===== src/rtl/nanov_spi_mem_ctrl.sv =====
// nanov_spi_mem_ctrl: request/response SPI, dual or quad memory controller.
// Sequences command, address, dummy and data phases. Keeps CS low after a read
// so that a read of the following address streams on without a new header.
module nanov_spi_mem_ctrl #(
    parameter int          LANES        = 1,
    parameter int          ADDR_BITS    = 24,
    parameter int          DUMMY_CYCLES = 0,
    parameter logic [7:0]  READ_CMD     = 8'h03,
    parameter logic [7:0]  WRITE_CMD    = 8'h02
) (
    input  logic                 clk,
    input  logic                 rstn,
    input  logic                 req_valid,
    output logic                 req_ready,
    input  logic                 req_write,
    input  logic [ADDR_BITS-1:0] req_addr,
    input  logic [1:0]           req_size,
    input  logic [31:0]          req_wdata,
    input  logic                 abort,
    output logic [31:0]          rdata,
    output logic                 rdata_valid,
    output logic                 spi_select,
    output logic                 spi_clk_enable,
    output logic [LANES-1:0]     spi_out,
    output logic [LANES-1:0]     spi_oe,
    input  logic [LANES-1:0]     spi_in
);

    if (LANES != 1 && LANES != 2 && LANES != 4) begin : g_bad_lanes
        $error("LANES must be 1, 2 or 4");
    end
    if (ADDR_BITS % LANES != 0) begin : g_bad_addr_bits
        $error("ADDR_BITS must be a multiple of LANES");
    end

    localparam int ADDR_CYC = ADDR_BITS / LANES;

    typedef enum logic [2:0] {IDLE, DESEL, CMD, ADDR, DUMMY, DATA, STREAM} state_t;

    state_t                 state, state_d;
    logic [7:0]             cnt, cnt_d;
    logic [7:0]             cmd_sh;
    logic [ADDR_BITS-1:0]   addr_sh;
    logic [31:0]            data_sh;
    logic [31-LANES:0]      rx;
    logic [31:0]            rx_next;
    logic                   wr_q;
    logic [1:0]             size_q;
    logic [ADDR_BITS-1:0]   next_addr;
    logic                   accept;
    logic                   hit;

    // Number of DATA cycles minus one for a given request size
    function automatic logic [7:0] data_cyc(input logic [1:0] sz);
        int b;
        b = (sz == 2'd0) ? 8 : (sz == 2'd1) ? 16 : 32;
        return 8'(b / LANES - 1);
    endfunction

    // Size in bytes, widened to the address width for next_addr arithmetic
    function automatic logic [ADDR_BITS-1:0] size_inc(input logic [1:0] sz);
        logic [ADDR_BITS-1:0] r;
        r = '0;
        r[2:0] = (sz == 2'd0) ? 3'd1 : (sz == 2'd1) ? 3'd2 : 3'd4;
        return r;
    endfunction

    // Bytes arrive first-byte-most-significant; reorder to little-endian, zero-extend
    function automatic logic [31:0] assemble(input logic [31:0] r, input logic [1:0] sz);
        case (sz)
            2'd0:    return {24'h0, r[7:0]};
            2'd1:    return {16'h0, r[7:0], r[15:8]};
            default: return {r[7:0], r[15:8], r[23:16], r[31:24]};
        endcase
    endfunction

    assign rx_next = {rx, spi_in};

    // Next-state, handshake and pin drive decode from the current state
    always_comb begin
        state_d        = state;
        cnt_d          = (cnt != 8'd0) ? cnt - 8'd1 : cnt;
        req_ready      = (state == IDLE || state == STREAM) && !abort;
        accept         = req_valid && req_ready;
        hit            = (state == STREAM) && !req_write && (req_addr == next_addr);
        spi_select     = 1'b1;
        spi_clk_enable = 1'b0;
        spi_out        = '0;
        spi_oe         = '0;
        case (state)
            IDLE: begin
                if (accept) begin
                    state_d = CMD;
                    cnt_d   = 8'd7;
                end
            end
            STREAM: begin
                spi_select = 1'b0;
                if (accept) begin
                    if (hit) begin
                        state_d = DATA;
                        cnt_d   = data_cyc(req_size);
                    end else begin
                        state_d = DESEL;
                    end
                end
            end
            DESEL: begin
                state_d = CMD;
                cnt_d   = 8'd7;
            end
            CMD: begin
                spi_select     = 1'b0;
                spi_clk_enable = 1'b1;
                spi_out[0]     = cmd_sh[7];
                spi_oe[0]      = 1'b1;
                if (cnt == 8'd0) begin
                    state_d = ADDR;
                    cnt_d   = 8'(ADDR_CYC - 1);
                end
            end
            ADDR: begin
                spi_select     = 1'b0;
                spi_clk_enable = 1'b1;
                spi_out        = addr_sh[ADDR_BITS-1 -: LANES];
                spi_oe         = '1;
                if (cnt == 8'd0) begin
                    if (!wr_q && DUMMY_CYCLES > 0) begin
                        state_d = DUMMY;
                        cnt_d   = 8'(DUMMY_CYCLES - 1);
                    end else begin
                        state_d = DATA;
                        cnt_d   = data_cyc(size_q);
                    end
                end
            end
            DUMMY: begin
                spi_select     = 1'b0;
                spi_clk_enable = 1'b1;
                if (cnt == 8'd0) begin
                    state_d = DATA;
                    cnt_d   = data_cyc(size_q);
                end
            end
            DATA: begin
                spi_select     = 1'b0;
                spi_clk_enable = 1'b1;
                if (wr_q) begin
                    spi_out = data_sh[31 -: LANES];
                    spi_oe  = '1;
                end
                if (cnt == 8'd0) state_d = wr_q ? IDLE : STREAM;
            end
            default: state_d = IDLE;
        endcase
        if (abort) state_d = IDLE;
    end

    // State register plus shift registers for header, write data and read data
    always_ff @(posedge clk) begin
        if (!rstn) begin
            state       <= IDLE;
            cnt         <= '0;
            cmd_sh      <= '0;
            addr_sh     <= '0;
            data_sh     <= '0;
            rx          <= '0;
            wr_q        <= 1'b0;
            size_q      <= '0;
            next_addr   <= '0;
            rdata       <= '0;
            rdata_valid <= 1'b0;
        end else begin
            state       <= state_d;
            cnt         <= cnt_d;
            rdata_valid <= 1'b0;
            if (accept) begin
                wr_q      <= req_write;
                size_q    <= req_size;
                cmd_sh    <= req_write ? WRITE_CMD : READ_CMD;
                addr_sh   <= req_addr;
                data_sh   <= {req_wdata[7:0], req_wdata[15:8], req_wdata[23:16], req_wdata[31:24]};
                next_addr <= req_addr + size_inc(req_size);
            end else begin
                case (state)
                    CMD:  cmd_sh  <= cmd_sh << 1;
                    ADDR: addr_sh <= addr_sh << LANES;
                    DATA: begin
                        data_sh <= data_sh << LANES;
                        rx      <= rx_next[31-LANES:0];
                        if (cnt == 8'd0 && !wr_q && !abort) begin
                            rdata       <= assemble(rx_next, size_q);
                            rdata_valid <= 1'b1;
                        end
                    end
                    default: ;
                endcase
            end
        end
    end

endmodule


===== config.mk =====
export PLATFORM = sky130hd
export DESIGN_NAME = nanov_spi_mem_ctrl
export DESIGN_NICKNAME = d
export VERILOG_FILES = /design/src/rtl/nanov_spi_mem_ctrl.sv
export SDC_FILE = /design/constraint.sdc
export NUM_CORES = 1
export LEC_CHECK = 0
export BUFFER_PORTS_ARGS = -buffer_cell sky130_fd_sc_hd__buf_2
export CAP_MARGIN = 20
export CORE_MARGIN = 4
export CORE_UTILIZATION = 45
export CTS_BUF_LIST = sky130_fd_sc_hd__clkbuf_8
export DETAILED_ROUTE_END_ITERATION = 12
export SYNTH_ARGS = -nofsm -noshare
export SYNTH_HDL_FRONTEND = slang
export SYNTH_SLANG_ARGS = --single-unit
export TNS_END_PERCENT = 1

===== constraint.sdc =====
create_clock -name clk -period 3 [get_ports clk]
set_input_delay 0 -clock clk [delete_from_list [all_inputs] [get_ports clk]]
set_output_delay 0 -clock clk [all_outputs]
set_load 0.01 [all_outputs]

Yosys cells after proc, flatten, opt, wreduce, memory -nomap -nowiden:

Index checks and enable logic that the tools add are counted.

* mux-type cells: 36
* $add $sub $neg: 4
* reductions and logical operators: 27
* bitwise gates (word level): 3
* equality and inequality tests: 14

Operators by type and width (count)
* 32-bit 2-to-1 mux: 2
* 8-bit 2-to-1 mux: 8
* 32-bit case mux with 2 select lines: 1
* 24-bit 2-to-1 mux: 2
* 8-bit case mux with 5 select lines: 1
* 3-bit 2-to-1 mux: 9
* 24-bit by 3-bit adder with 24-bit output: 1
* 24-bit == test: 1
* 6-bit 2-to-1 mux: 4
* 3-bit case mux with 6 select lines: 1
* 6-bit by 1-bit subtractor with 7-bit output, second input constant: 2
* 3-bit == test, second input constant: 3
* 8-bit zero test: 1
* 2-bit inequality test, second input constant: 4
* 8-bit nonzero test: 1
* 8-bit by 1-bit subtractor with 8-bit output, second input constant: 1
* 3-bit by 2-bit == test with 1-bit output, second input constant: 2
* 1-bit logical AND: 6
* 1-bit 2-to-1 mux: 6
* 2-bit nonzero test: 3
* 2-bit OR reduction: 3
* 5-bit AND reduction: 1
* 5-bit OR reduction: 1
* 2-bit by 1-bit == test with 1-bit output, second input constant: 2
* other kinds (13): 18

* register bits: 166
* input port bits: 64
* output and inout port bits: 38

Logic depth before layout (Yosys ltp):

Gate-level depths: netlist (run 1).

* depth in word-level cells: 7
* gate-level depth with buffers: 13
* gate-level depth less buffers: 11

Worst setup path after synthesis (run 1):

OpenSTA, ideal clock, no wires.

* path kind: register to register
* from: register cnt[1]
* to: register cnt[0]
* path buffers: 2
* setup slack: 0.675 ns
* setup time: 0.118 ns
* data arrival time: 2.207 ns
* data required time: 2.882 ns
* stages on the path, launching flop included: 13
* clock period less this slack: 2.325 ns
* path through: dfxtp_1 -> inv_1 -> ha_1 -> nand2_1 -> nor3_2 -> inv_2 -> buf_2 -> buf_1 -> ha_1 -> o41ai_1 -> a22oi_1 -> o221ai_1 -> nor2_1

* cells in the longest elaborated chain, start to end: 5
* elaborated cells between the ends (all ways): 9
* those cells by class: mux (7); reduce/logical (2)

Ends and longest elaborated chain
* start: declaration: line 41 `logic [7:0] cnt, cnt_d;`
* start signal: assignment: line 175 `cnt <= cnt_d;`
* 8-bit nonzero test: line 82 `cnt_d = (cnt != 8'd0) ? cnt - 8'd1 : cnt;`
* 8-bit 2-to-1 mux: line 82
* 8-bit 2-to-1 mux: line 100 `if (hit) begin`
* 8-bit 2-to-1 mux: line 99 `if (accept) begin`
* 8-bit case mux with 5 select lines (*): line 90 `case (state)`

Mark *: on every way between the ends. The rest lies on a longest branch, timed or not.
A chain may end at the register's enable or synchronous reset.

Final worst setup path (run 1):

* from: input port req_size[1]
* to: register next_addr[20]

* cells in the longest elaborated chain, start to end: 4
* elaborated cells between the ends (all ways): 5
* those cells by class: add/sub (1); eq/ne (1); mux (2); reduce/logical (1)

Ends and longest elaborated chain
* start: declaration: line 17 `input logic [1:0] req_size,`
* 2-bit by 1-bit == test with 1-bit output: line 64 `r[2:0] = (sz == 2'd0) ? 3'd1 : (sz == 2'd1) ? 3'd2 : 3'd4;`
* 3-bit 2-to-1 mux: line 64
* 3-bit 2-to-1 mux (*): line 64
* 24-bit by 3-bit adder with 24-bit output (*): line 183 `next_addr <= req_addr + size_inc(req_size);`
* end signal: assignment: line 183
* end: declaration: line 49 `logic [ADDR_BITS-1:0] next_addr;`

Marks and branches as above.

==> results of run 1 <==
[worst min path at each step]
stage	from	endpoint	cells past startpoint
final	rstn	cnt[0]	3
after CTS	req_valid	next_addr[0]	4
after floorplan	abort	req_ready	1
after global placement	req_wdata[24]	data_sh[0]	3
after global routing	rstn	cnt[0]	3
after detailed placement	req_wdata[24]	data_sh[0]	3
[through the flow]
stage          area, sq um  cells
4_1_cts               9270   1313
3_3_place_gp          8240   1217
5_1_grt               9270   1313
3_5_place_dp          8240   1217
6_report              9270   1313
2_1_floorplan         7540    944
[sequential cells by signal, indices dropped and copies added (netlist names)]
register	count
data_sh	32
rdata	32
rx	31
addr_sh	24
next_addr	24
cmd_sh	8
cnt	8
state	3
size_q	2
rdata_valid	1
wr_q	1
[cells in the mapped netlist, types with 6 or more instances]
cell | instances | area (sq um)
nand3_1 | 26 | 130
a22oi_1 | 47 | 353
o21ai_0 | 35 | 175
inv_1 | 10 | 37.5
nand4_1 | 14 | 87.6
nor2_1 | 47 | 176
xor2_1 | 16 | 140
nor3_1 | 23 | 115
nand2b_1 | 6 | 37.5
xnor2_1 | 38 | 333
mux2i_1 | 15 | 150
a31oi_1 | 7 | 43.8
nand2_1 | 202 | 758
buf_2 | 15 | 75.1
a211oi_1 | 15 | 113
clkbuf_1 | 46 | 173
a21oi_1 | 140 | 701
buf_1 | 11 | 41.3
dfxtp_1 | 166 | 3320
[layout make-up]
class | count | area (sq um)
multi-input combinational | 692 | 3880
tap | 220 | 275
sequential | 166 | 3320
inverter | 12 | 47.5
fill | 1558 | 7260
clock buffer | 18 | 248
clock inverter | 14 | 140
timing repair buffer | 191 | 1350
[worst max-delay path, delay by kind of cell]
kind	cells	cell delay, ps
XOR/XNOR	1	140
adder cells (fa/ha/maj)	2	560
buffers and inverters	4	1300
AO/OA/AOI/OAI	2	260
AND/OR/NAND/NOR	4	840
[cell families (layout without fill, tap and decap cells)]
family	count (synthesis)	in the layout	synth area share, %
DFF	166	166	44.1
AOI/OAI and AO/OA	266	266	21.2
xor gates and xnor gates	54	54	6.28
and+or+nand+nor	351	351	20.7
muxes	15	15	1.99
buffers and inverters	86	235	4.65
adders and majority gates	6	6	1.10
[where the power goes]
part           switching (mW)  internal (mW)
logic                   0.641          0.460
clock network           0.890          0.699
registers               0.105           2.34
[per-layer routing]
| metal | up-vias | GRT usage, % |
|---|---|---|
| met5 | - | 0 |
| met3 | 29 | 3.54 |
| li1 | 3568 | - |
| met1 | 3250 | 30.6 |
| met2 | 180 | 31.8 |
| met4 | 0 | 6.65 |
[what timing repair did]
action	CTS	global route
setup endpoints to repair	0	1
hold endpoints to repair	86	0
hold buffers	64	0
gates resized for setup	0	1
==> out/qor.yml, run 1 <==
status: "finished, final reports clean"
worst-setup-path-type: "in2reg"
avgSynthCellArea_sq_um: 7.98
clock_sinks: 166
reg2reg_to: "cnt[1]"
syn_nets: 1014
finalCriticalPeriod_ps: 2770
cp_slowest_cell: "dlygate4sd3_1"
grt_max_degree: 64
whs_ps: 43.6
clkLatencyLatePin_ps: 450
clockRootBuffer: "clkbuf_8"
cts_tree: "done"
wl_met2_mm: 8.78
pre_cts_ws_ps: 615
wl_met1_mm: 9.52
tns_ps: 0
routed_wl_mm: 19.5
p_leak_nw: 3.35
routed_via_density: 5.35
drc_errors: 0
async_reset_ff_share_pct: 0
worstSetupEndpointType: "flip-flop"
rrSetupSlack_ps: 520
grt_pass1_vias: 6258
drv_cap: 0
drt-pass1-iter-count: 5
row_count: 47
grt_pass1_wl_mm: 31.8
synth-seq-cells: 166
ant_nets: 0
cts_buffer_depth: 2
yosys_warnings: 0
synthCells: 944
fin_crit_sh_pct: 92.3
grt.total_usage_pct: 21.0
route.met3.wl_microns: 948
initial_core_util_pct: 45.6
routedWlPerCell_microns: 14.9
ys.flop_type: "dfxtp_1"
cts_setup_buffers: 0
cp_slowest_stage_delay_ps: 560
fin_worst_skew_ps: 13.8
slew-limit-headroom_pct: 49.2
rsz0062_at_grt: "false"
hold_viol: 0
cp.required_ps: 3330
crit_path_end: "next_addr[20]"
ys_seq_area_share_pct: 44.1
dieWidth_microns: 137
synth_cell_types: 52
fin_ws_ps: 230
worstPathCellList: "dlygate4sd3_1 > buf_2 > nor2_1 > ha_1 > inv_1 > fa_1 > nor2b_1 > o21ai_0 > or2_4 > nor3_1 > xnor2_1 > dlygate4sd3_1 > a21oi_1"
finalMaxSlewViolations: 0
power.total_mw: 5.13
reg2reg_depth: 6
dieArea_sq_um: 18900
dp_hpwl_mm: 13.0
drive_gt1_share_pct: 15.9
coreArea_sq_um: 16500
gp_congestion: 0.910
final_cell_mix: "nand2_1 (202), dfxtp_1 (166), a21oi_1 (140)"
timing.fmax_mhz: 361
top_layer_used: "met4"
worst_ep_arrival_time_ps: 3100
antenna_found_initial: 0
final_util_pct: 56.1
start_kind: "input port"
numCtsBuffers: 17
h-tree-depth: 4
layout.nets: 1150
syn_to_final_growth_pct: 23.0
synth_area_sq_um: 7540
io_buffers: 101
clk_transition_reported_paths_ps: 90
antenna_cells: 0
cp_max_fo: 7
p_per_area_nw_per_um2: 554
rr_startpoint: "state[2]"
die_y_microns: 137
layout_commonest_cell: "nand2_1"
vdd_drop_max_mv: 0.283
num_io_pins: 102
crit_path_frequent_cell: "dlygate4sd3_1"
num_vias: 7027
worst_pin_slew_ps: 759
setup_viol: 0
synth-edff-count: 0
hold_class: "in2reg"
overflow: 0
drtIter0Drc: 448
startpoint: "req_size[1]"
(Power assumes the default switching activity.)
==> run 2: changes to the inputs <==
CORE_MARGIN = unset   (was 4)
==> out/qor.yml, run 2 (synthesis results as in run 1) <==
drtIter0Drc: 454  # was 448
clkLatencyLatePin_ps: 450  # about the same
clk_transition_reported_paths_ps: 90  # about the same
cp_slowest_cell: "dlygate4sd3_1"  # unchanged
grt.total_usage_pct: 22.9  # was 21.0%
syn_to_final_growth_pct: 23.5  # was 23.0%
dieWidth_microns: 131  # was 137 microns
layout.nets: 1143  # was 1150
cp_max_fo: 7  # unchanged
routed_via_density: 5.42  # was 5.35
antenna_found_initial: 0  # unchanged
place_inst: 1206  # was 1217
antenna_cells: 0  # unchanged
drive_gt1_share_pct: 15.4  # was 15.9%
dpl-instance-area_sq_um: 8200  # was 8240 sq um
gp_congestion: 0.813  # was 0.910
cts_tree: "done"  # unchanged
reg2reg_to: "cnt[1]"  # unchanged
final_area_sq_um: 9300  # was 9270 sq um
fin_worst_skew_ps: 13.2  # was 13.8 ps
cp_slowest_stage_delay_ps: 560  # about the same
p_leak_nw: 3.36  # was 3.35 nW
routedWlPerCell_microns: 14.9  # about the same
tns_ps: 0  # unchanged
slew-limit-headroom_pct: 43.1  # was 49.2%
worstPathCellList: "dlygate4sd3_1 > buf_2 > nor2_1 > ha_1 > inv_1 > fa_1 > nor2b_1 > o21ai_0 > or2_2 > nor2_1 > xnor2_1 > dlygate4sd3_1 > a21oi_1"  # was dlygate4sd3_1 > buf_2 > nor2_1 > ha_1 > inv_1 > fa_1 > nor2b_1 > o21ai_0 > or2_4 > nor3_1 > xnor2_1 > dlygate4sd3_1 > a21oi_1
whs_path_depth: 3  # unchanged
pre_cts_ws_ps: 575  # was 615 ps
rsz0062_at_grt: "false"  # unchanged
h-tree-depth: 4  # unchanged
routed_wl_mm: 19.4  # was 19.5 mm
hold_viol: 0  # unchanged
grt_pass1_wl_mm: 32.9  # was 31.8 mm
layout_commonest_cell: "nand2_1"  # unchanged
worst_ep_arrival_time_ps: 3140  # was 3100 ps
clockRootBuffer: "clkbuf_8"  # unchanged
timing.fmax_mhz: 357  # was 361 MHz
dieArea_sq_um: 17300  # was 18900 sq um
final_util_pct: 57.7  # was 56.1%
worstSetupEndpointType: "flip-flop"  # unchanged
dp_hpwl_mm: 12.4  # was 13.0 mm
cp_top_family: "buffers and inverters"  # unchanged
whs_ps: 41.5  # was 43.6 ps
power.total_mw: 5.40  # was 5.13 mW
overflow: 0  # unchanged
start_kind: "input port"  # unchanged
num_vias: 7054  # was 7027
instances_no_fill: 1302  # was 1313
ant_nets: 0  # unchanged
drc_errors: 0  # unchanged
status: "finished, final reports clean"  # unchanged
reg_top3: "data_sh: 32 flops, rdata: 32 flops, rx: 31 flops"  # unchanged
num_io_pins: 102  # unchanged
worst-setup-path-type: "in2reg"  # unchanged
rr_startpoint: "state[2]"  # unchanged
cts_setup_buffers: 0  # unchanged
hp-start: "rstn"  # unchanged
critical_path_buf_inv_count: 4  # unchanged
drt-pass1-iter-count: 5  # unchanged
grt_max_degree: 73  # was 64
reg2reg_depth: 7  # was 6
min_to: "next_addr[13]"  # was cnt[0]
hold_class: "in2reg"  # unchanged
numCtsBuffers: 17  # unchanged
vdd_drop_max_mv: 0.327  # was 0.283 mV
worst_pin_slew_ps: 852  # was 759 ps
fin_crit_sh_pct: 93.4  # was 92.3%
rrSetupSlack_ps: 520  # about the same
finalMaxSlewViolations: 0  # unchanged
coreArea_sq_um: 16100  # was 16500 sq um
final_cell_mix: "nand2_1 (202), dfxtp_1 (166), a21oi_1 (140)"  # unchanged
drv_cap: 0  # unchanged
p_per_area_nw_per_um2: 580  # was 554 nW/um^2
cp.required_ps: 3340  # was 3330 ps
io_buffers: 101  # unchanged
fin_ws_ps: 198  # was 230 ps
critical_path_depth: 13  # unchanged
die_y_microns: 131  # was 137 microns
initial_core_util_pct: 46.8  # was 45.6%
grt_pass1_vias: 6523  # was 6258
finalCriticalPeriod_ps: 2800  # was 2770 ps
cts_buffer_depth: 2  # unchanged
row_count: 46  # was 47
clock_sinks: 166  # unchanged
setup_viol: 0  # unchanged
-- run 2: worst register-to-register path, delay by kind of cell (launching register included) --
kind / cells / cell delay [ps]
and+or+nand+nor: 4 / 1280
DFF: 1 / 570
AOI/OAI and AO/OA: 2 / 310
buffers and inverters: 1 / 240
-- run 2: report_power, final --
part | switching [mW] | internal [mW]
registers | 0.107 | 2.34
clock network | 0.840 | 1.03
logic | 0.626 | 0.455
total | 1.57 | 3.83
-- run 2: final cells by class --
class / count / area (sq um)
Timing Repair Buffer: 184 / 1320
Fill cell: 1552 / 6810
Tap cell: 216 / 270
Inverter: 12 / 47.5
Multi-Input combinational cell: 692 / 3880
Clock buffer: 19 / 262
Sequential cell: 166 / 3320
Clock inverter: 13 / 204
-- run 2: repair_timing --
item / 4_1_cts / 5_1_grt
resized for setup: 0 / 0
setup endpoints to repair: 0 / 0
hold buffers: 63 / 0
hold endpoints to repair: 87 / 0
-- run 2: how the worst max path moves through the flow --
| stage | startpoint | to |
|---|---|---|
| after floorplan | cnt[1] | cnt[0] |
| after global placement | state[2] | cnt[1] |
| after detailed placement | state[2] | cnt[1] |
| after CTS | req_size[1] | next_addr[10] |
| after global routing | req_size[1] | next_addr[10] |
| final | req_size[1] | next_addr[10] |
-- run 2: layer usage --
layer,track usage [%],vias to the layer above,part of all wire [%]
met5,0,-,0
met3,4.71,13,4.3
met2,34.5,168,45
li1,-,3547,-
met4,5.68,0,0.89
met1,33.2,3326,50
